--- src/rtl/scan_pkg.sv ---
// Shared types and constants for the per-revolution scan window selector.
package scan_pkg;

  // One-hot state encoding, also exported on the debug state port.
  typedef enum logic [3:0] {
    ST_IDLE   = 4'b0001,
    ST_SKIP   = 4'b0010,
    ST_ENABLE = 4'b0100,
    ST_HOLD   = 4'b1000
  } scan_state_t;

  localparam int SCAN_MAX_WIN_DEFAULT = 1081;
  localparam int SCAN_WIN_LEN_DEFAULT = 811;

  // Invalid-distance code: the low 'width' bits set, callers slice to their width.
  function automatic logic [63:0] invalid_code(input int width);
    logic [63:0] v;
    v = '0;
    for (int i = 0; i < 64; i++) begin
      if (i < width) v[i] = 1'b1;
    end
    return v;
  endfunction

endpackage

--- src/rtl/scan_window_select_if.sv ---
// Sample-in / sample-out bus of the scan window selector.
interface scan_window_select_if #(
    parameter int DATA_W = 16,
    parameter int IDX_W  = 16
);
    // Valid-only streams: a beat transfers on every cycle its valid is high;
    // there is no ready, so the consumer must accept one beat per cycle.
    logic              data_in_valid;
    logic [DATA_W-1:0] data_in;
    logic              data_out_valid;
    logic [DATA_W-1:0] data_out;
    logic [IDX_W-1:0]  data_out_idx;
    logic              cycle_enable;
    logic              cycle_done;
    logic              cycle_short;

    modport slave (
        input  data_in_valid, data_in,
        output data_out_valid, data_out, data_out_idx,
               cycle_enable, cycle_done, cycle_short
    );

    modport master (
        output data_in_valid, data_in,
        input  data_out_valid, data_out, data_out_idx,
               cycle_enable, cycle_done, cycle_short
    );
endinterface

--- src/rtl/scan_range_clamp.sv ---
// Registered range check: out-of-range samples become the all-ones code.
// Upper bound check only exists when SCAN_SEL_MAX_CLAMP_EN is defined.
module scan_range_clamp
    import scan_pkg::*;
#(
    parameter int DATA_W = 16
) (
    input  logic              clk,
    input  logic              rst,
    input  logic              en,
    input  logic [DATA_W-1:0] din,
    input  logic [DATA_W-1:0] min_dist,
`ifdef SCAN_SEL_MAX_CLAMP_EN
    input  logic [DATA_W-1:0] max_dist,
`endif
    output logic [DATA_W-1:0] dout
);
    localparam logic [63:0]       INV_WIDE = invalid_code(DATA_W);
    localparam logic [DATA_W-1:0] INV      = INV_WIDE[DATA_W-1:0];

    logic below_min;
    logic above_max;

    assign below_min = din < min_dist;
`ifdef SCAN_SEL_MAX_CLAMP_EN
    assign above_max = din > max_dist;
`else
    assign above_max = 1'b0;
`endif

    // Holds its value between strobes so data_out is stable when not valid.
    always_ff @(posedge clk) begin
        if (rst) begin
            dout <= '0;
        end else if (en) begin
            dout <= (below_min || above_max) ? INV : din;
        end
    end
endmodule

--- src/rtl/scan_window_select.sv ---
// Per-revolution window selector: skip, decimate and index samples after zero_flag.
// Optional SCAN_SEL_MAX_CLAMP_EN adds the max_dist clamp in scan_range_clamp.
module scan_window_select
    import scan_pkg::*;
#(
    parameter int DATA_W  = 16,
    parameter int IDX_W   = 16,
    parameter int MAX_WIN = SCAN_MAX_WIN_DEFAULT,
    parameter int DEC_W   = 4
) (
    input  logic               clk,
    input  logic               rst,
    input  logic               zero_flag,
    input  logic [IDX_W-1:0]   angle_offset,
    input  logic [IDX_W-1:0]   win_len,
    input  logic [DEC_W-1:0]   decim,
    input  logic [DATA_W-1:0]  min_dist,
    input  logic [DATA_W-1:0]  max_dist,
    scan_window_select_if.slave bus,
    output scan_state_t        dbg_state
);
    localparam logic [IDX_W-1:0] MAX_WIN_C = IDX_W'(MAX_WIN);
    localparam logic [IDX_W-1:0] K_SAT     = '1;

    scan_state_t      state_q, state_d;
    logic [IDX_W-1:0] off_q, len_q, k_q, k_d, cnt_q, cnt_d;
    logic [DEC_W-1:0] dec_q, phase_q, phase_d;
    logic [IDX_W-1:0] cfg_len;
    logic [DEC_W-1:0] cfg_dec;
    logic [IDX_W-1:0] eff_off, eff_len, eff_k, eff_cnt;
    logic [DEC_W-1:0] eff_dec, eff_phase;
    logic             active, take, in_win, emit, last, was_open;
    logic             valid_q, done_q, short_q;
    logic [IDX_W-1:0] idx_q;

    assign cfg_len  = (win_len == '0) ? IDX_W'(1) :
                      (win_len > MAX_WIN_C) ? MAX_WIN_C : win_len;
    assign cfg_dec  = (decim == '0) ? DEC_W'(1) : decim;
    assign was_open = (state_q == ST_SKIP) || (state_q == ST_ENABLE);

    // zero_flag overrides the latched context so its own sample is k=0 of the new revolution.
    always_comb begin
        eff_off   = off_q;
        eff_len   = len_q;
        eff_dec   = dec_q;
        eff_k     = k_q;
        eff_phase = phase_q;
        eff_cnt   = cnt_q;
        active    = was_open;
        if (zero_flag) begin
            eff_off   = angle_offset;
            eff_len   = cfg_len;
            eff_dec   = cfg_dec;
            eff_k     = '0;
            eff_phase = '0;
            eff_cnt   = '0;
            active    = 1'b1;
        end

        take   = active && bus.data_in_valid;
        in_win = eff_k >= eff_off;
        emit   = take && in_win && (eff_phase == '0);
        last   = emit && (eff_cnt == eff_len - IDX_W'(1));

        k_d = eff_k;
        if (take && (eff_k != K_SAT)) k_d = eff_k + IDX_W'(1);

        // Phase tracks (k - offset) mod decim without a divider.
        phase_d = eff_phase;
        if (take && in_win) begin
            phase_d = (eff_phase == eff_dec - DEC_W'(1)) ? '0 : eff_phase + DEC_W'(1);
        end

        cnt_d = emit ? eff_cnt + IDX_W'(1) : eff_cnt;

        state_d = state_q;
        if (active) begin
            if (last)                 state_d = ST_HOLD;
            else if (k_d >= eff_off)  state_d = ST_ENABLE;
            else                      state_d = ST_SKIP;
        end
    end

    always_ff @(posedge clk) begin
        if (rst) begin
            state_q <= ST_IDLE;
            off_q   <= '0;
            len_q   <= IDX_W'(SCAN_WIN_LEN_DEFAULT);
            dec_q   <= DEC_W'(1);
            k_q     <= '0;
            phase_q <= '0;
            cnt_q   <= '0;
            valid_q <= 1'b0;
            idx_q   <= '0;
            done_q  <= 1'b0;
            short_q <= 1'b0;
        end else begin
            state_q <= state_d;
            if (zero_flag) begin
                off_q <= angle_offset;
                len_q <= cfg_len;
                dec_q <= cfg_dec;
            end
            k_q     <= k_d;
            phase_q <= phase_d;
            cnt_q   <= cnt_d;
            valid_q <= emit;
            if (emit) idx_q <= eff_cnt;
            done_q  <= last;
            short_q <= zero_flag && was_open;
        end
    end

    scan_range_clamp #(.DATA_W(DATA_W)) u_clamp (
        .clk      (clk),
        .rst      (rst),
        .en       (emit),
        .din      (bus.data_in),
        .min_dist (min_dist),
`ifdef SCAN_SEL_MAX_CLAMP_EN
        .max_dist (max_dist),
`endif
        .dout     (bus.data_out)
    );

`ifndef SCAN_SEL_MAX_CLAMP_EN
    logic unused_max_dist;
    assign unused_max_dist = ^max_dist;
`endif

    assign bus.data_out_valid = valid_q;
    assign bus.data_out_idx   = idx_q;
    assign bus.cycle_done     = done_q;
    assign bus.cycle_short    = short_q;
    assign bus.cycle_enable   = (state_q == ST_ENABLE);
    assign dbg_state          = state_q;
endmodule
--- src/flat_wrapper.sv ---
// flat-port wrapper written by rule: the top's interface ports become plain ports
module scan_window_select_flat import scan_pkg::*;
#(
    parameter int DATA_W  = 16,
    parameter int IDX_W   = 16,
    parameter int MAX_WIN = SCAN_MAX_WIN_DEFAULT,
    parameter int DEC_W   = 4
)
  (clk, rst, zero_flag, angle_offset, win_len, decim, min_dist, max_dist, dbg_state, bus_data_in_valid, bus_data_in, bus_data_out_valid, bus_data_out, bus_data_out_idx, bus_cycle_enable, bus_cycle_done, bus_cycle_short);
  scan_window_select_if #(.DATA_W(DATA_W), .IDX_W(IDX_W)) bus_i ();
  input  logic clk;
  input  logic rst;
  input  logic zero_flag;
  input  logic [IDX_W-1:0] angle_offset;
  input  logic [IDX_W-1:0] win_len;
  input  logic [DEC_W-1:0] decim;
  input  logic [DATA_W-1:0] min_dist;
  input  logic [DATA_W-1:0] max_dist;
  output scan_state_t dbg_state;
  input wire logic [$bits(bus_i.data_in_valid)-1:0] bus_data_in_valid;
  input wire logic [$bits(bus_i.data_in)-1:0] bus_data_in;
  output wire logic [$bits(bus_i.data_out_valid)-1:0] bus_data_out_valid;
  output wire logic [$bits(bus_i.data_out)-1:0] bus_data_out;
  output wire logic [$bits(bus_i.data_out_idx)-1:0] bus_data_out_idx;
  output wire logic [$bits(bus_i.cycle_enable)-1:0] bus_cycle_enable;
  output wire logic [$bits(bus_i.cycle_done)-1:0] bus_cycle_done;
  output wire logic [$bits(bus_i.cycle_short)-1:0] bus_cycle_short;
  assign bus_i.data_in_valid = bus_data_in_valid;
  assign bus_i.data_in = bus_data_in;
  assign bus_data_out_valid = bus_i.data_out_valid;
  assign bus_data_out = bus_i.data_out;
  assign bus_data_out_idx = bus_i.data_out_idx;
  assign bus_cycle_enable = bus_i.cycle_enable;
  assign bus_cycle_done = bus_i.cycle_done;
  assign bus_cycle_short = bus_i.cycle_short;
  scan_window_select #(.DATA_W(DATA_W), .IDX_W(IDX_W), .MAX_WIN(MAX_WIN), .DEC_W(DEC_W)) u_core (.clk(clk), .rst(rst), .zero_flag(zero_flag), .angle_offset(angle_offset), .win_len(win_len), .decim(decim), .min_dist(min_dist), .max_dist(max_dist), .bus(bus_i), .dbg_state(dbg_state));
endmodule
--- config.mk ---
export PLATFORM = sky130hd
export DESIGN_NAME = scan_window_select_flat
export DESIGN_NICKNAME = d
export VERILOG_FILES = /design/src/rtl/scan_pkg.sv /design/src/rtl/scan_window_select_if.sv /design/src/rtl/scan_range_clamp.sv /design/src/rtl/scan_window_select.sv /design/src/flat_wrapper.sv
export SDC_FILE = /design/constraint.sdc
export NUM_CORES = 1
export LEC_CHECK = 0
export ABC_AREA = 1
export BUFFER_PORTS_ARGS = -buffer_cell sky130_fd_sc_hd__buf_2
export CAP_MARGIN = 20
export CELL_PAD_IN_SITES_DETAIL_PLACEMENT = 1
export CELL_PAD_IN_SITES_GLOBAL_PLACEMENT = 1
export CORE_MARGIN = 2
export CORE_UTILIZATION = 36
export DETAILED_ROUTE_END_ITERATION = 6
export PLACE_DENSITY = 0.76
export SLEW_MARGIN = 20
export SYNTH_ARGS = -nofsm -noshare
export SYNTH_HDL_FRONTEND = slang
export SYNTH_SLANG_ARGS = --single-unit
--- constraint.sdc ---
create_clock -name clk -period 3.75 [get_ports clk]
set_clock_uncertainty 0.1 [all_clocks]
set_input_delay 0 -clock clk [delete_from_list [all_inputs] [get_ports clk]]
set_output_delay 0 -clock clk [all_outputs]
set_load 0.01 [all_outputs]
==> impl_results.html, run 1 <==
<table>
<tr><th>Metric</th><th>Value</th></tr>
<tr><th colspan="2">Critical path</th></tr>
<tr><td>Critical-path top delay cell</td><td>dfxtp_1</td></tr>
<tr><td>Worst Setup End Kind</td><td>flip-flop</td></tr>
<tr><td>Critical setup path kind</td><td>flip-flop to flip-flop</td></tr>
<tr><td>Required time of the critical path</td><td>around 3.9 ns</td></tr>
<tr><td>Element type at the critical path start</td><td>flip-flop</td></tr>
<tr><td>Largest stage delay on the critical path</td><td>approximately 0.33 ns</td></tr>
<tr><td>Peak fanout along the critical path</td><td>5</td></tr>
<tr><td>Arrival time worst endpoint</td><td>between 3 and 4 ns</td></tr>
<tr><td>Most used cell, CP</td><td>nand2_1</td></tr>
<tr><th colspan="2">Timing</th></tr>
<tr><td>Highest attainable clock frequency</td><td>~0.28 GHz</td></tr>
<tr><td>Actual transition at the worst max-transition pin</td><td>approximately 1.1 ns</td></tr>
<tr><td>Number of endpoints failing setup at the final stage</td><td>0</td></tr>
<tr><td>Ratio of final minimum period to clock period</td><td>around 94%</td></tr>
<tr><td>Time the final worst path needs with I/O delays and setup</td><td>approximately 3.5 ns</td></tr>
<tr><td>Hold Violations, Final</td><td>0</td></tr>
<tr><td>Slew Limit Headroom</td><td>28.47%</td></tr>
<tr><td>Max-slew violations</td><td>0</td></tr>
<tr><th colspan="2">Placement</th></tr>
<tr><td>Half-perimeter wire length after placement</td><td>approximately 14000 um</td></tr>
<tr><td>IO buf count</td><td>~110</td></tr>
<tr><td>Last weighted congestion value of the routability-driven placer</td><td>between 0.8 and 0.9</td></tr>
<tr><th colspan="2">Outcome</th></tr>
<tr><td>Result of the run</td><td>completed</td></tr>
<tr><th colspan="2">Power and ir drop</th></tr>
<tr><td>Proportion of total power due to net switching</td><td>a little over a quarter</td></tr>
<tr><td>Clock share of power</td><td>37.2%</td></tr>
<tr><td>Maximum ir drop on the vdd rail</td><td>0.2205 mV</td></tr>
<tr><td>Internal power summed over all cells</td><td>1.824 mW</td></tr>
<tr><td>Part of the power in combinational logic</td><td>14.7%</td></tr>
<tr><td>Psw</td><td>682.1 uW</td></tr>
<tr><td>Sequential fraction of design power</td><td>roughly 48%</td></tr>
<tr><td>Total power consumption of the routed design</td><td>roughly 2.5 mW</td></tr>
<tr><td>PD cells</td><td>298.9 nW/um2</td></tr>
<tr><td>Static Leakage</td><td>4.068 nW</td></tr>
<tr><th colspan="2">Die</th></tr>
<tr><td>Height of the chip</td><td>141.6 um</td></tr>
<tr><td>Floorplan die area</td><td>approximately 20000 um2</td></tr>
<tr><td>Initial Utilization</td><td>between 30 and 40%</td></tr>
<tr><td>FP Rows</td><td>50</td></tr>
<tr><td>I/O pin total</td><td>128</td></tr>
<tr><td>Core Footprint</td><td>~19000 um2</td></tr>
<tr><td>Chip Width</td><td>141.6 um</td></tr>
<tr><th colspan="2">GRT</th></tr>
<tr><td>Largest net degree at the start of global routing</td><td>between 50 and 60</td></tr>
<tr><td>Leftover overflow at the end of global routing</td><td>0</td></tr>
<tr><td>Global-route wire length before repair</td><td>31620 um</td></tr>
<tr><td>Initial antenna violation count</td><td>0</td></tr>
<tr><td>All-Layer GR Usage</td><td>19.51%</td></tr>
<tr><td>Via count of the first global-routing pass</td><td>6560</td></tr>
<tr><th colspan="2">Cells and area</th></tr>
<tr><td>Proportion of layout cells with a drive suffix above 1</td><td>approximately 20%</td></tr>
<tr><td>Utilization after layout</td><td>between 40% and 50%</td></tr>
<tr><td>Most common cell after layout, fill and taps aside</td><td>nand2_1</td></tr>
<tr><td>Diodes inserted</td><td>0</td></tr>
<tr><td>Nets</td><td>roughly 1.3k</td></tr>
<tr><td>Area growth from synthesis to layout</td><td>22.91%</td></tr>
<tr><td>Commonest non-fill, non-tap cells in the layout</td><td>nand2_1, nor2_1, inv_1</td></tr>
<tr><th colspan="2">Detailed routing</th></tr>
<tr><td>Average vias per placed instance</td><td>between 4 and 5</td></tr>
<tr><td>Drt total wl</td><td>roughly 19000 um</td></tr>
<tr><td>DRC violations left</td><td>0</td></tr>
<tr><td>Number of nets with antenna violations after detailed routing</td><td>0</td></tr>
<tr><td>Per-cell routed wire length</td><td>14.19 um</td></tr>
<tr><td>Initial DRC count</td><td>around 180</td></tr>
<tr><td>First drt pass iteration count</td><td>4</td></tr>
<tr><td>Total number of vias</td><td>6461</td></tr>
<tr><th colspan="2">Logic synthesis</th></tr>
<tr><td>Synth Cell Area</td><td>approximately 6800 um2</td></tr>
<tr><td>Fraction of the yosys area taken by sequential cells</td><td>32.58%</td></tr>
<tr><td>Post-synth EDFFs</td><td>0</td></tr>
<tr><td>Post-synthesis instance total</td><td>963</td></tr>
<tr><td>Number of library cell types mapped by synthesis</td><td>52</td></tr>
<tr><td>Number of register bits inferred by synthesis</td><td>between 100 and 150</td></tr>
<tr><td>Mapped Nets</td><td>1104</td></tr>
<tr><td>Asr flop ratio synth</td><td>0%</td></tr>
<tr><td>Top flip-flop cell by instance count after synthesis</td><td>dfxtp_1</td></tr>
<tr><td>Yosys synthesis warning count</td><td>0</td></tr>
<tr><td>Average cell area after synthesis</td><td>about 7.1 um2</td></tr>
<tr><th colspan="2">Flow run</th></tr>
<tr><td>Count of max-cap constraint violations</td><td>0</td></tr>
<tr><th colspan="2">Clock network</th></tr>
<tr><td>CTS root buffer</td><td>clkbuf_16</td></tr>
<tr><td>Clock slew at the register clock pins of the worst setup and hold paths</td><td>roughly 0.07 ns</td></tr>
<tr><td>Clock sink count</td><td>between 100 and 150</td></tr>
<tr><td>H-tree levels</td><td>3</td></tr>
<tr><td>Num CTS Buffers</td><td>9</td></tr>
<tr><td>Insertion delay to the later sink of the worst-skew pair</td><td>roughly 0.36 ns</td></tr>
<tr><td>CTS tree</td><td>done</td></tr>
<tr><td>Maximum number of buffers from clock root to sink</td><td>2</td></tr>
<tr><th colspan="2">Min path</th></tr>
<tr><td>Type of the worst min-delay path</td><td>primary input to flip-flop</td></tr>
</table>
## routing by layer
layer,wire length (um),up-vias,global-route usage (%)
li1,-,3360,-
met1,9178,3004,26.20
met2,9134,85,32.55
met3,588,12,2.565
met4,254,0,6.263
met5,0,-,0
## layout make-up
cell class	count	area, um2
Clock buffer	12	246.5
Inverter	146	553.0
Timing Repair Buffer	168	1084
Multi-Input combinational cell	675	3953
Sequential cell	111	2223
Tap cell	234	292.8
Clock inverter	4	31.28
Fill cell	2433	10260
## worst max-delay path: cells and delay by family (launching register included)
kind            cells  cell delay (ns)
buf+inv             4             0.24
fa+ha+maj           2             0.47
simple gates       17             1.60
flops               1             0.33
compound gates      4             0.49
xor+xnor            1             0.17
## final timing paths
check                            from                   to  slack [ns]  depth (start not counted)
setup / recovery        u_core.k_q[1]  u_core.dbg_state[1]        0.24                         28
setup reg to reg        u_core.k_q[1]  u_core.dbg_state[1]        0.24                         28
hold reg to reg   u_core.dbg_state[0]  u_core.dbg_state[0]        0.36                          2
hold / removal             win_len[7]      u_core.len_q[7]       0.003                          5
## state kept, by name, summed over array words and instances, names as in the netlist
| signal | cells |
|---|---|
| u_core.dec_q | 4 |
| u_core.bus.data_out_valid | 1 |
| u_core.u_clamp.dout | 16 |
| u_core.bus.data_out_idx | 16 |
| u_core.cnt_q | 16 |
| u_core.len_q | 16 |
| u_core.dbg_state | 4 |
| u_core.bus.cycle_short | 1 |
| u_core.k_q | 16 |
| u_core.off_q | 16 |
| u_core.bus.cycle_done | 1 |
| u_core.phase_q | 4 |
## power by group through the flow
| stage | combinational [mW] | clock [mW] | sequential, mW |
|---|---|---|---|
| floorplan | 0.217 | 0 | 1.23 |
| global placement | 0.315 | 0 | 1.23 |
| detailed placement | 0.323 | 0 | 1.23 |
| CTS | 0.357 | 0.964 | 1.21 |
| global route | 0.416 | 1.01 | 1.21 |
| finish | 0.368 | 0.931 | 1.21 |
## repair_timing
action | 4_1_cts | 5_1_grt
endpoints found under the hold margin | 42 | 0
setup endpoints to repair | 0 | 2
resized for setup | 0 | 23
hold buffers | 40 | 0
buffers inserted | 0 | 6
## per-stage QoR
step	area, um2	setup slack (ns)	cells	hold WS [ns]	setup TNS, ns
3_5_place_dp	7597	0.1989	1288	0.1474	0
2_1_floorplan	6820	0.1920	963	0.02724	0
5_1_grt	8383	-0.04859	1350	0.05652	-0.05998
4_1_cts	8275	0.1576	1344	0.001939	0
6_report	8383	0.2396	1350	0.003004	0
3_3_place_gp	7597	0.3918	1288	0.1422	0
## logic make-up after synthesis
group | count (synthesis) | share of synthesized area (%)
AOI/OAI and AO/OA | 133 | 10.99
xor gates and xnor gates | 26 | 3.449
adders and majority gates | 53 | 9.723
buffers and inverters | 177 | 10.40
DFF | 111 | 32.58
muxes | 17 | 2.495
and+or+nand+nor | 446 | 30.36
## cell usage after synthesis (3+ instances only)
library cell,number,area [um2]
nand2_1,168,630.6
nor2_1,139,521.8
inv_1,135,506.7
dfxtp_1,111,2222
o21ai_0,56,280.3
a21oi_1,54,270.3
ha_1,53,663.1
nand3_1,31,155.2
nor3_1,30,150.1
clkbuf_1,17,63.81
mux2i_1,17,170.2
nand2_2,16,100.1
xor2_1,16,140.1
nand4_1,13,81.33
nor2_2,13,81.33
xnor2_1,9,78.83
inv_2,8,30.03
buf_2,7,35.03
nand2_4,7,78.83
nor2_4,6,67.56
nor4_1,5,31.28
buf_6,4,45.04
a211oi_1,3,22.52
nand3_2,3,30.03
nor3b_1,3,22.52
o211ai_1,3,22.52
No activity file was read; power rests on OpenSTA's default activity.
==> inputs of run 2 (changes only) <==
- CELL_PAD_IN_SITES_DETAIL_PLACEMENT: 1 -> default
- CELL_PAD_IN_SITES_GLOBAL_PLACEMENT: 1 -> default
- CORE_UTILIZATION: 36 -> 51
- PLACE_DENSITY: 0.76 -> 0.77
==> run 2 against run 1 <==
Via count is 0.82% lower. Total power is 1.5% higher. Critical endpoint unchanged. Non-clock buffer count is 1 lower. Critical path type unchanged. Final cell count is 4.4% lower. Fmax rose by 0.86%. Largest cell class unchanged. First-iteration DRC count increased by 78%.
==> impl_results.html, run 2 (synthesized netlist as in run 1, its figures left out) <==
<table>
<tr><th>Metric</th><th>Value</th></tr>
<tr><th colspan="2">GRT</th></tr>
<tr><td>All-Layer GR Usage</td><td>22.45% (+2.9 points)</td></tr>
<tr><td>Largest net degree at the start of global routing</td><td>55 (unchanged)</td></tr>
<tr><td>Via count of the first global-routing pass</td><td>5834 (-11%)</td></tr>
<tr><td>Leftover overflow at the end of global routing</td><td>0 (unchanged)</td></tr>
<tr><td>Initial antenna violation count</td><td>0 (unchanged)</td></tr>
<tr><td>Global-route wire length before repair</td><td>26470 um (-16%)</td></tr>
<tr><th colspan="2">Cells and area</th></tr>
<tr><td>Seq. cell area</td><td>2223 um2 (unchanged)</td></tr>
<tr><td>Most common cell after layout, fill and taps aside</td><td>nand2_1</td></tr>
<tr><td>Nets</td><td>1251 (-0.080%)</td></tr>
<tr><td>Area growth from synthesis to layout</td><td>21.85%</td></tr>
<tr><td>Final-layout fill cell count</td><td>1188 (-51%)</td></tr>
<tr><td>Utilization after layout</td><td>63.26% (+18 points)</td></tr>
<tr><td>Proportion of layout cells with a drive suffix above 1</td><td>19.64% (-0.43 points)</td></tr>
<tr><td>Commonest non-fill, non-tap cells in the layout</td><td>nand2_1, nor2_1, inv_1</td></tr>
<tr><td>Multi-input gate area in the final layout</td><td>3921 um2 (-0.79%)</td></tr>
<tr><td>Diodes inserted</td><td>0 (unchanged)</td></tr>
<tr><th colspan="2">Detailed routing</th></tr>
<tr><td>Per-cell routed wire length</td><td>12.49 um (-12%)</td></tr>
<tr><td>Average vias per placed instance</td><td>4.964 (+3.7%)</td></tr>
<tr><td>Initial DRC count</td><td>328 (+78%)</td></tr>
<tr><td>Number of nets with antenna violations after detailed routing</td><td>0 (unchanged)</td></tr>
<tr><td>Total number of vias</td><td>6408 (-0.82%)</td></tr>
<tr><td>DRC violations left</td><td>0 (unchanged)</td></tr>
<tr><td>Drt total wl</td><td>16120 um (-16%)</td></tr>
<tr><td>First drt pass iteration count</td><td>6 (+2)</td></tr>
<tr><th colspan="2">Power and ir drop</th></tr>
<tr><td>Maximum ir drop on the vdd rail</td><td>0.1966 mV (-11%)</td></tr>
<tr><td>Total power consumption of the routed design</td><td>2.544 mW (+1.5%)</td></tr>
<tr><td>Sequential fraction of design power</td><td>47.4% (-0.8 points)</td></tr>
<tr><td>Proportion of total power due to net switching</td><td>28.05% (+0.83 points)</td></tr>
<tr><td>PD cells</td><td>306.1 nW/um2 (+2.4%)</td></tr>
<tr><td>Psw</td><td>713.5 uW (+4.6%)</td></tr>
<tr><td>Clock share of power</td><td>38.6% (+1.4 points)</td></tr>
<tr><td>Part of the power in combinational logic</td><td>14.0% (-0.7 points)</td></tr>
<tr><td>Internal power summed over all cells</td><td>1.830 mW (+0.35%)</td></tr>
<tr><td>Static Leakage</td><td>4.068 nW (about the same)</td></tr>
<tr><th colspan="2">Critical path</th></tr>
<tr><td>CP delay by family, top</td><td>simple AND/OR/NAND/NOR gates</td></tr>
<tr><td>Peak fanout along the critical path</td><td>7 (+2)</td></tr>
<tr><td>Critical-path top delay cell</td><td>dfxtp_1</td></tr>
<tr><td>Arrival time worst endpoint</td><td>3.67 ns (-0.02 ns)</td></tr>
<tr><td>Worst Setup End Kind</td><td>flip-flop</td></tr>
<tr><td>Critical path depth in cells</td><td>28 (unchanged)</td></tr>
<tr><td>FF-to-FF path depth</td><td>28 (unchanged)</td></tr>
<tr><td>Buffer and inverter count on the worst path</td><td>4 (unchanged)</td></tr>
<tr><td>Required time of the critical path</td><td>3.94 ns (about the same)</td></tr>
<tr><td>Element type at the critical path start</td><td>flip-flop</td></tr>
<tr><td>Largest stage delay on the critical path</td><td>0.31 ns (-0.02 ns)</td></tr>
<tr><td>Critical setup path kind</td><td>flip-flop to flip-flop</td></tr>
<tr><td>Most used cell, CP</td><td>nand2_1</td></tr>
<tr><th colspan="2">Timing</th></tr>
<tr><td>Hold Violations, Final</td><td>0 (unchanged)</td></tr>
<tr><td>Time the final worst path needs with I/O delays and setup</td><td>3.481 ns (-0.02979 ns)</td></tr>
<tr><td>Ratio of final minimum period to clock period</td><td>92.82% (-0.79 points)</td></tr>
<tr><td>Max-slew violations</td><td>0 (unchanged)</td></tr>
<tr><td>Number of endpoints failing setup at the final stage</td><td>0 (unchanged)</td></tr>
<tr><td>Actual transition at the worst max-transition pin</td><td>0.9205 ns (-0.1505 ns)</td></tr>
<tr><td>Highest attainable clock frequency</td><td>0.2873 GHz (+0.86%)</td></tr>
<tr><td>Slew Limit Headroom</td><td>38.52% (+10 points)</td></tr>
<tr><th colspan="2">Die</th></tr>
<tr><td>Initial Utilization</td><td>51.91% (+15 points)</td></tr>
<tr><td>Floorplan die area</td><td>14310 um2 (-29%)</td></tr>
<tr><td>Core Footprint</td><td>13140 um2 (-30%)</td></tr>
<tr><td>Chip Width</td><td>119.6 um (-16%)</td></tr>
<tr><td>Height of the chip</td><td>119.6 um (-16%)</td></tr>
<tr><td>I/O pin total</td><td>128 (unchanged)</td></tr>
<tr><td>FP Rows</td><td>42 (-16%)</td></tr>
<tr><th colspan="2">Placement</th></tr>
<tr><td>Half-perimeter wire length after placement</td><td>11650 um (-18%)</td></tr>
<tr><td>Last weighted congestion value of the routability-driven placer</td><td>0.8699 (+5.0%)</td></tr>
<tr><td>IO buf count</td><td>111 (unchanged)</td></tr>
<tr><th colspan="2">Clock network</th></tr>
<tr><td>Clock sink count</td><td>111 (unchanged)</td></tr>
<tr><td>Clock slew at the register clock pins of the worst setup and hold paths</td><td>0.08 ns (about the same)</td></tr>
<tr><td>CTS tree</td><td>done</td></tr>
<tr><td>H-tree levels</td><td>3 (unchanged)</td></tr>
<tr><td>Num CTS Buffers</td><td>9 (unchanged)</td></tr>
<tr><td>Maximum number of buffers from clock root to sink</td><td>2 (unchanged)</td></tr>
<tr><td>CTS root buffer</td><td>clkbuf_16</td></tr>
<tr><td>Insertion delay to the later sink of the worst-skew pair</td><td>0.36 ns (about the same)</td></tr>
<tr><th colspan="2">Min path</th></tr>
<tr><td>Hold depth</td><td>5 (unchanged)</td></tr>
<tr><td>Type of the worst min-delay path</td><td>primary input to flip-flop</td></tr>
<tr><th colspan="2">Outcome</th></tr>
<tr><td>Result of the run</td><td>completed</td></tr>
<tr><th colspan="2">Flow run</th></tr>
<tr><td>Count of max-cap constraint violations</td><td>0 (unchanged)</td></tr>
</table>
-- run 2: cell types whose count changed in the layout (fill, tap and decap cells not counted), sizes merged --
cell	previous run	this run
buf	128	125
clkbuf	12	9
clkinv	3	6
clkinvlp	3	0
inv	144	147
dlygate4sd3	40	42
-- run 2: final cells by class --
class / count / share of cell area [%]
repair buffers: 167 / 13.01
flip-flops and latches: 111 / 26.75
well taps: 176 / 2.650
inverters: 146 / 6.655
multi-input cells: 675 / 47.18
clock inverters: 7 / 1.039
clock buffers: 9 / 2.710
-- run 2: power groups by stage --
stage	Combinational, mW	Clock (mW)	Sequential, mW
detailed placement	0.312	0	1.23
global route	0.402	1.04	1.21
CTS	0.347	0.995	1.21
floorplan	0.217	0	1.23
finish	0.356	0.981	1.21
global placement	0.306	0	1.23
-- run 2: worst min-delay path, cell delays in order --
cell     delay (ns)
buf_2          0.10
nand3_1        0.07
nand2_1        0.12
inv_1          0.09
nand2_1        0.07
-- run 2: metal layers --
metal / GRT usage [%] / share of wire (%)
met1: 30.04 / 48
met2: 37.46 / 46
met5: 0 / 0
met4: 6.103 / 1.7
met3: 3.850 / 5.1
-- run 2: final timing paths --
path              startpoint                  end  slack [ns]
max            u_core.k_q[1]  u_core.dbg_state[1]        0.27
min               win_len[8]      u_core.len_q[8]        0.02
max reg2reg    u_core.k_q[1]  u_core.dbg_state[1]        0.27
min reg2reg  u_core.off_q[0]      u_core.off_q[0]        0.38
-- run 2: repair_timing --
item	CTS	global route
hold buffers	42	0
setup buffers	0	6
resized for setup	0	15
endpoints found under the hold margin	41	0
setup endpoints to repair	0	2
-- run 2: per-stage QoR --
stage | setup TNS [ns] | std cells | hold slack, ns | worst slack [ns] | instance area, um2
after detailed placement | 0 | 1227 | 0.1438 | 0.1571 | 7502
after CTS | 0 | 1285 | 0.01618 | 0.05493 | 8234
after global placement | 0 | 1227 | 0.1414 | 0.3047 | 7502
after floorplan | 0 | 963 | 0.02724 | 0.1920 | 6820
final | 0 | 1291 | 0.02345 | 0.2694 | 8310
after global routing | -0.02094 | 1291 | 0.08199 | -0.02094 | 8310
==> inputs of run 3 (changes only) <==
- CORE_UTILIZATION: 51 -> 55
- PLACE_DENSITY: 0.77 -> 0.79
- clock period: 3.75 -> 3.97 ns (I/O delays scaled with it)
==> run 3 against run 2 <==
Cell area fell by 0.80%. Non-clock buffer count shrank 6. Sequential power decreased by 6%. Global-route usage up 2.4 points. Worst hold slack better by 0.0012 ns. Sequential share of layout area grew 0.20 points. Via count shrank 0.47%. Fmax is 3.0% lower. Register-to-register slack improved by 0.11 ns. First-iteration DRC count grew 13%. Total power shrank 5.8%. Critical endpoint unchanged. Largest power group unchanged. Highest routed layer unchanged.
==> impl_results.html, run 3 (synthesized netlist as in run 1, its figures left out) <==
<table>
<tr><th>Metric</th><th>Value</th></tr>
<tr><th colspan="2">Die</th></tr>
<tr><td>Floorplan die area</td><td>13310 um2 (-7.0%)</td></tr>
<tr><td>FP Rows</td><td>40 (-4.8%)</td></tr>
<tr><td>Initial Utilization</td><td>56.55% (+4.6 points)</td></tr>
<tr><td>I/O pin total</td><td>128 (unchanged)</td></tr>
<tr><td>Chip Width</td><td>115.4 um (-3.6%)</td></tr>
<tr><td>Core Footprint</td><td>12060 um2 (-8.2%)</td></tr>
<tr><td>Height of the chip</td><td>115.4 um (-3.6%)</td></tr>
<tr><th colspan="2">Clock network</th></tr>
<tr><td>Clock slew at the register clock pins of the worst setup and hold paths</td><td>0.08 ns (about the same)</td></tr>
<tr><td>Num CTS Buffers</td><td>9 (unchanged)</td></tr>
<tr><td>H-tree levels</td><td>3 (unchanged)</td></tr>
<tr><td>Insertion delay to the later sink of the worst-skew pair</td><td>0.35 ns (about the same)</td></tr>
<tr><td>Clock sink count</td><td>111 (unchanged)</td></tr>
<tr><td>CTS tree</td><td>done</td></tr>
<tr><td>CTS root buffer</td><td>clkbuf_16</td></tr>
<tr><td>Maximum number of buffers from clock root to sink</td><td>2 (unchanged)</td></tr>
<tr><th colspan="2">Cells and area</th></tr>
<tr><td>Nets</td><td>1245 (-0.48%)</td></tr>
<tr><td>Proportion of layout cells with a drive suffix above 1</td><td>18.39% (-1.2 points)</td></tr>
<tr><td>Area growth from synthesis to layout</td><td>20.88%</td></tr>
<tr><td>Most common cell after layout, fill and taps aside</td><td>nand2_1</td></tr>
<tr><td>Utilization after layout</td><td>68.35% (+5.1 points)</td></tr>
<tr><td>Commonest non-fill, non-tap cells in the layout</td><td>nand2_1, nor2_1, inv_1</td></tr>
<tr><td>Diodes inserted</td><td>0 (unchanged)</td></tr>
<tr><th colspan="2">Detailed routing</th></tr>
<tr><td>DRC violations left</td><td>0 (unchanged)</td></tr>
<tr><td>Per-cell routed wire length</td><td>12.42 um (-0.57%)</td></tr>
<tr><td>Initial DRC count</td><td>370 (+13%)</td></tr>
<tr><td>Average vias per placed instance</td><td>4.995 (+0.62%)</td></tr>
<tr><td>Drt total wl</td><td>15860 um (-1.6%)</td></tr>
<tr><td>First drt pass iteration count</td><td>5 (-1)</td></tr>
<tr><td>Total number of vias</td><td>6378 (-0.47%)</td></tr>
<tr><td>Number of nets with antenna violations after detailed routing</td><td>0 (unchanged)</td></tr>
<tr><th colspan="2">Timing</th></tr>
<tr><td>Max-slew violations</td><td>0 (unchanged)</td></tr>
<tr><td>Slew Limit Headroom</td><td>32.39% (-6.1 points)</td></tr>
<tr><td>Actual transition at the worst max-transition pin</td><td>1.012 ns (+0.09183 ns)</td></tr>
<tr><td>Number of endpoints failing setup at the final stage</td><td>0 (unchanged)</td></tr>
<tr><td>Highest attainable clock frequency</td><td>0.2786 GHz (-3.0%)</td></tr>
<tr><td>Ratio of final minimum period to clock period</td><td>90.41% (-2.4 points)</td></tr>
<tr><td>Hold Violations, Final</td><td>0 (unchanged)</td></tr>
<tr><td>Time the final worst path needs with I/O delays and setup</td><td>3.589 ns (+0.1087 ns)</td></tr>
<tr><td>Fin Setup TNS</td><td>0 ns (unchanged)</td></tr>
<tr><th colspan="2">Critical path</th></tr>
<tr><td>Worst Setup End Kind</td><td>flip-flop</td></tr>
<tr><td>Critical setup path kind</td><td>flip-flop to flip-flop</td></tr>
<tr><td>FF-to-FF path depth</td><td>28 (unchanged)</td></tr>
<tr><td>Setup slack of the most critical reg-to-reg path</td><td>0.38 ns (+0.11 ns)</td></tr>
<tr><td>Arrival time worst endpoint</td><td>3.70 ns (+0.03 ns)</td></tr>
<tr><td>Capturing point of the worst reg2reg path</td><td>u_core.dbg_state[1]</td></tr>
<tr><td>Largest stage delay on the critical path</td><td>0.31 ns (about the same)</td></tr>
<tr><td>Required time of the critical path</td><td>4.08 ns (+0.14 ns)</td></tr>
<tr><td>Critical-path top delay cell</td><td>dfxtp_1</td></tr>
<tr><td>Launch instance of the worst register-to-register path</td><td>u_core.k_q[1]</td></tr>
<tr><td>Peak fanout along the critical path</td><td>7 (unchanged)</td></tr>
<tr><td>Most used cell, CP</td><td>nand2_1</td></tr>
<tr><td>Element type at the critical path start</td><td>flip-flop</td></tr>
<tr><th colspan="2">Flow run</th></tr>
<tr><td>Count of max-cap constraint violations</td><td>0 (unchanged)</td></tr>
<tr><th colspan="2">GRT</th></tr>
<tr><td>Largest net degree at the start of global routing</td><td>55 (unchanged)</td></tr>
<tr><td>All-Layer GR Usage</td><td>24.84% (+2.4 points)</td></tr>
<tr><td>Leftover overflow at the end of global routing</td><td>0 (unchanged)</td></tr>
<tr><td>Global-route wire length before repair</td><td>26990 um (+2.0%)</td></tr>
<tr><td>Initial antenna violation count</td><td>0 (unchanged)</td></tr>
<tr><td>Via count of the first global-routing pass</td><td>6166 (+5.7%)</td></tr>
<tr><th colspan="2">Power and ir drop</th></tr>
<tr><td>Maximum ir drop on the vdd rail</td><td>0.1814 mV (-7.7%)</td></tr>
<tr><td>Static Leakage</td><td>4.039 nW (-0.70%)</td></tr>
<tr><td>Total power consumption of the routed design</td><td>2.397 mW (-5.8%)</td></tr>
<tr><td>PD cells</td><td>290.8 nW/um2 (-5.0%)</td></tr>
<tr><th colspan="2">Min path</th></tr>
<tr><td>Start point of the worst hold path</td><td>win_len[8]</td></tr>
<tr><td>Hold depth</td><td>5 (unchanged)</td></tr>
<tr><td>Type of the worst min-delay path</td><td>primary input to flip-flop</td></tr>
<tr><td>Endpoint of the worst hold-timing path</td><td>u_core.len_q[8]</td></tr>
<tr><th colspan="2">Placement</th></tr>
<tr><td>Half-perimeter wire length after placement</td><td>11330 um (-2.7%)</td></tr>
<tr><td>IO buf count</td><td>111 (unchanged)</td></tr>
<tr><td>Last weighted congestion value of the routability-driven placer</td><td>0.8900 (+2.3%)</td></tr>
<tr><th colspan="2">Outcome</th></tr>
<tr><td>Result of the run</td><td>completed</td></tr>
</table>
-- run 3: changes by cell type in the layout (fill, tap and decap cells not counted), moves of 2 or more --
| cell | delta |
|---|---|
| buf_4 | -8 |
| inv_1 | +3 |
| inv_2 | -2 |
| nor2_4 | -2 |
-- run 3: critical path: cells and delay by family, from the launching register on --
family,cells,cell delay [ns]
simple gates,17,1.55
compound gates,4,0.52
fa+ha+maj,2,0.44
buf+inv,4,0.32
flops,1,0.31
xor+xnor,1,0.17
-- run 3: area by class of cell --
type	count	area [um2]
clock buffer	9	225.2
clock inverter	7	86.33
fill	1001	3817
inverter	146	550.5
multi-input combinational	675	3899
sequential	111	2222
tap	168	210.2
timing repair buffer	161	1051
-- run 3: report_power, final --
group	internal (mW)	switching (mW)	leakage (nW)
logic	0.141	0.191	2.99
clock network	0.454	0.471	0.151
registers	1.13	0.00649	0.901
-- run 3: timing repair --
action | CTS | global route
setup buffers | 0 | 0
hold buffers | 43 | 0
setup endpoints to repair | 0 | 2
hold endpoints to repair | 45 | 0
resized for setup | 0 | 2
-- run 3: per-stage QoR --
stage	std cells	cell area (um2)	hold WS [ns]	worst slack, ns
6_report	1277	8244	0.02461	0.3807
5_1_grt	1277	8244	0.06705	-0.01014
4_1_cts	1277	8239	0.01928	0.3421
3_5_place_dp	1218	7497	0.1461	0.3832
3_3_place_gp	1218	7497	0.1380	0.5462
2_1_floorplan	963	6820	0.02724	0.4120
-- run 3: worst max path at each step --
stage / slack (ns) / from / endpoint / cells after the start
after detailed placement: 0.38 / u_core.k_q[1] / u_core.dbg_state[1] / 28
after global routing: -0.01 / u_core.k_q[1] / u_core.dbg_state[1] / 28
after floorplan: 0.41 / zero_flag / u_core.dbg_state[1] / 28
final: 0.38 / u_core.k_q[1] / u_core.dbg_state[1] / 28
after CTS: 0.34 / u_core.k_q[1] / u_core.dbg_state[1] / 28
after global placement: 0.55 / u_core.k_q[1] / u_core.dbg_state[1] / 28
-- run 3: per-layer routing --
metal | up-vias | global-route usage (%) | routed length, um
met5 | - | 0 | 0
met4 | 0 | 7.711 | 252
met3 | 19 | 5.008 | 819
met2 | 163 | 41.17 | 7297
met1 | 2829 | 32.59 | 7489
li1 | 3367 | - | -
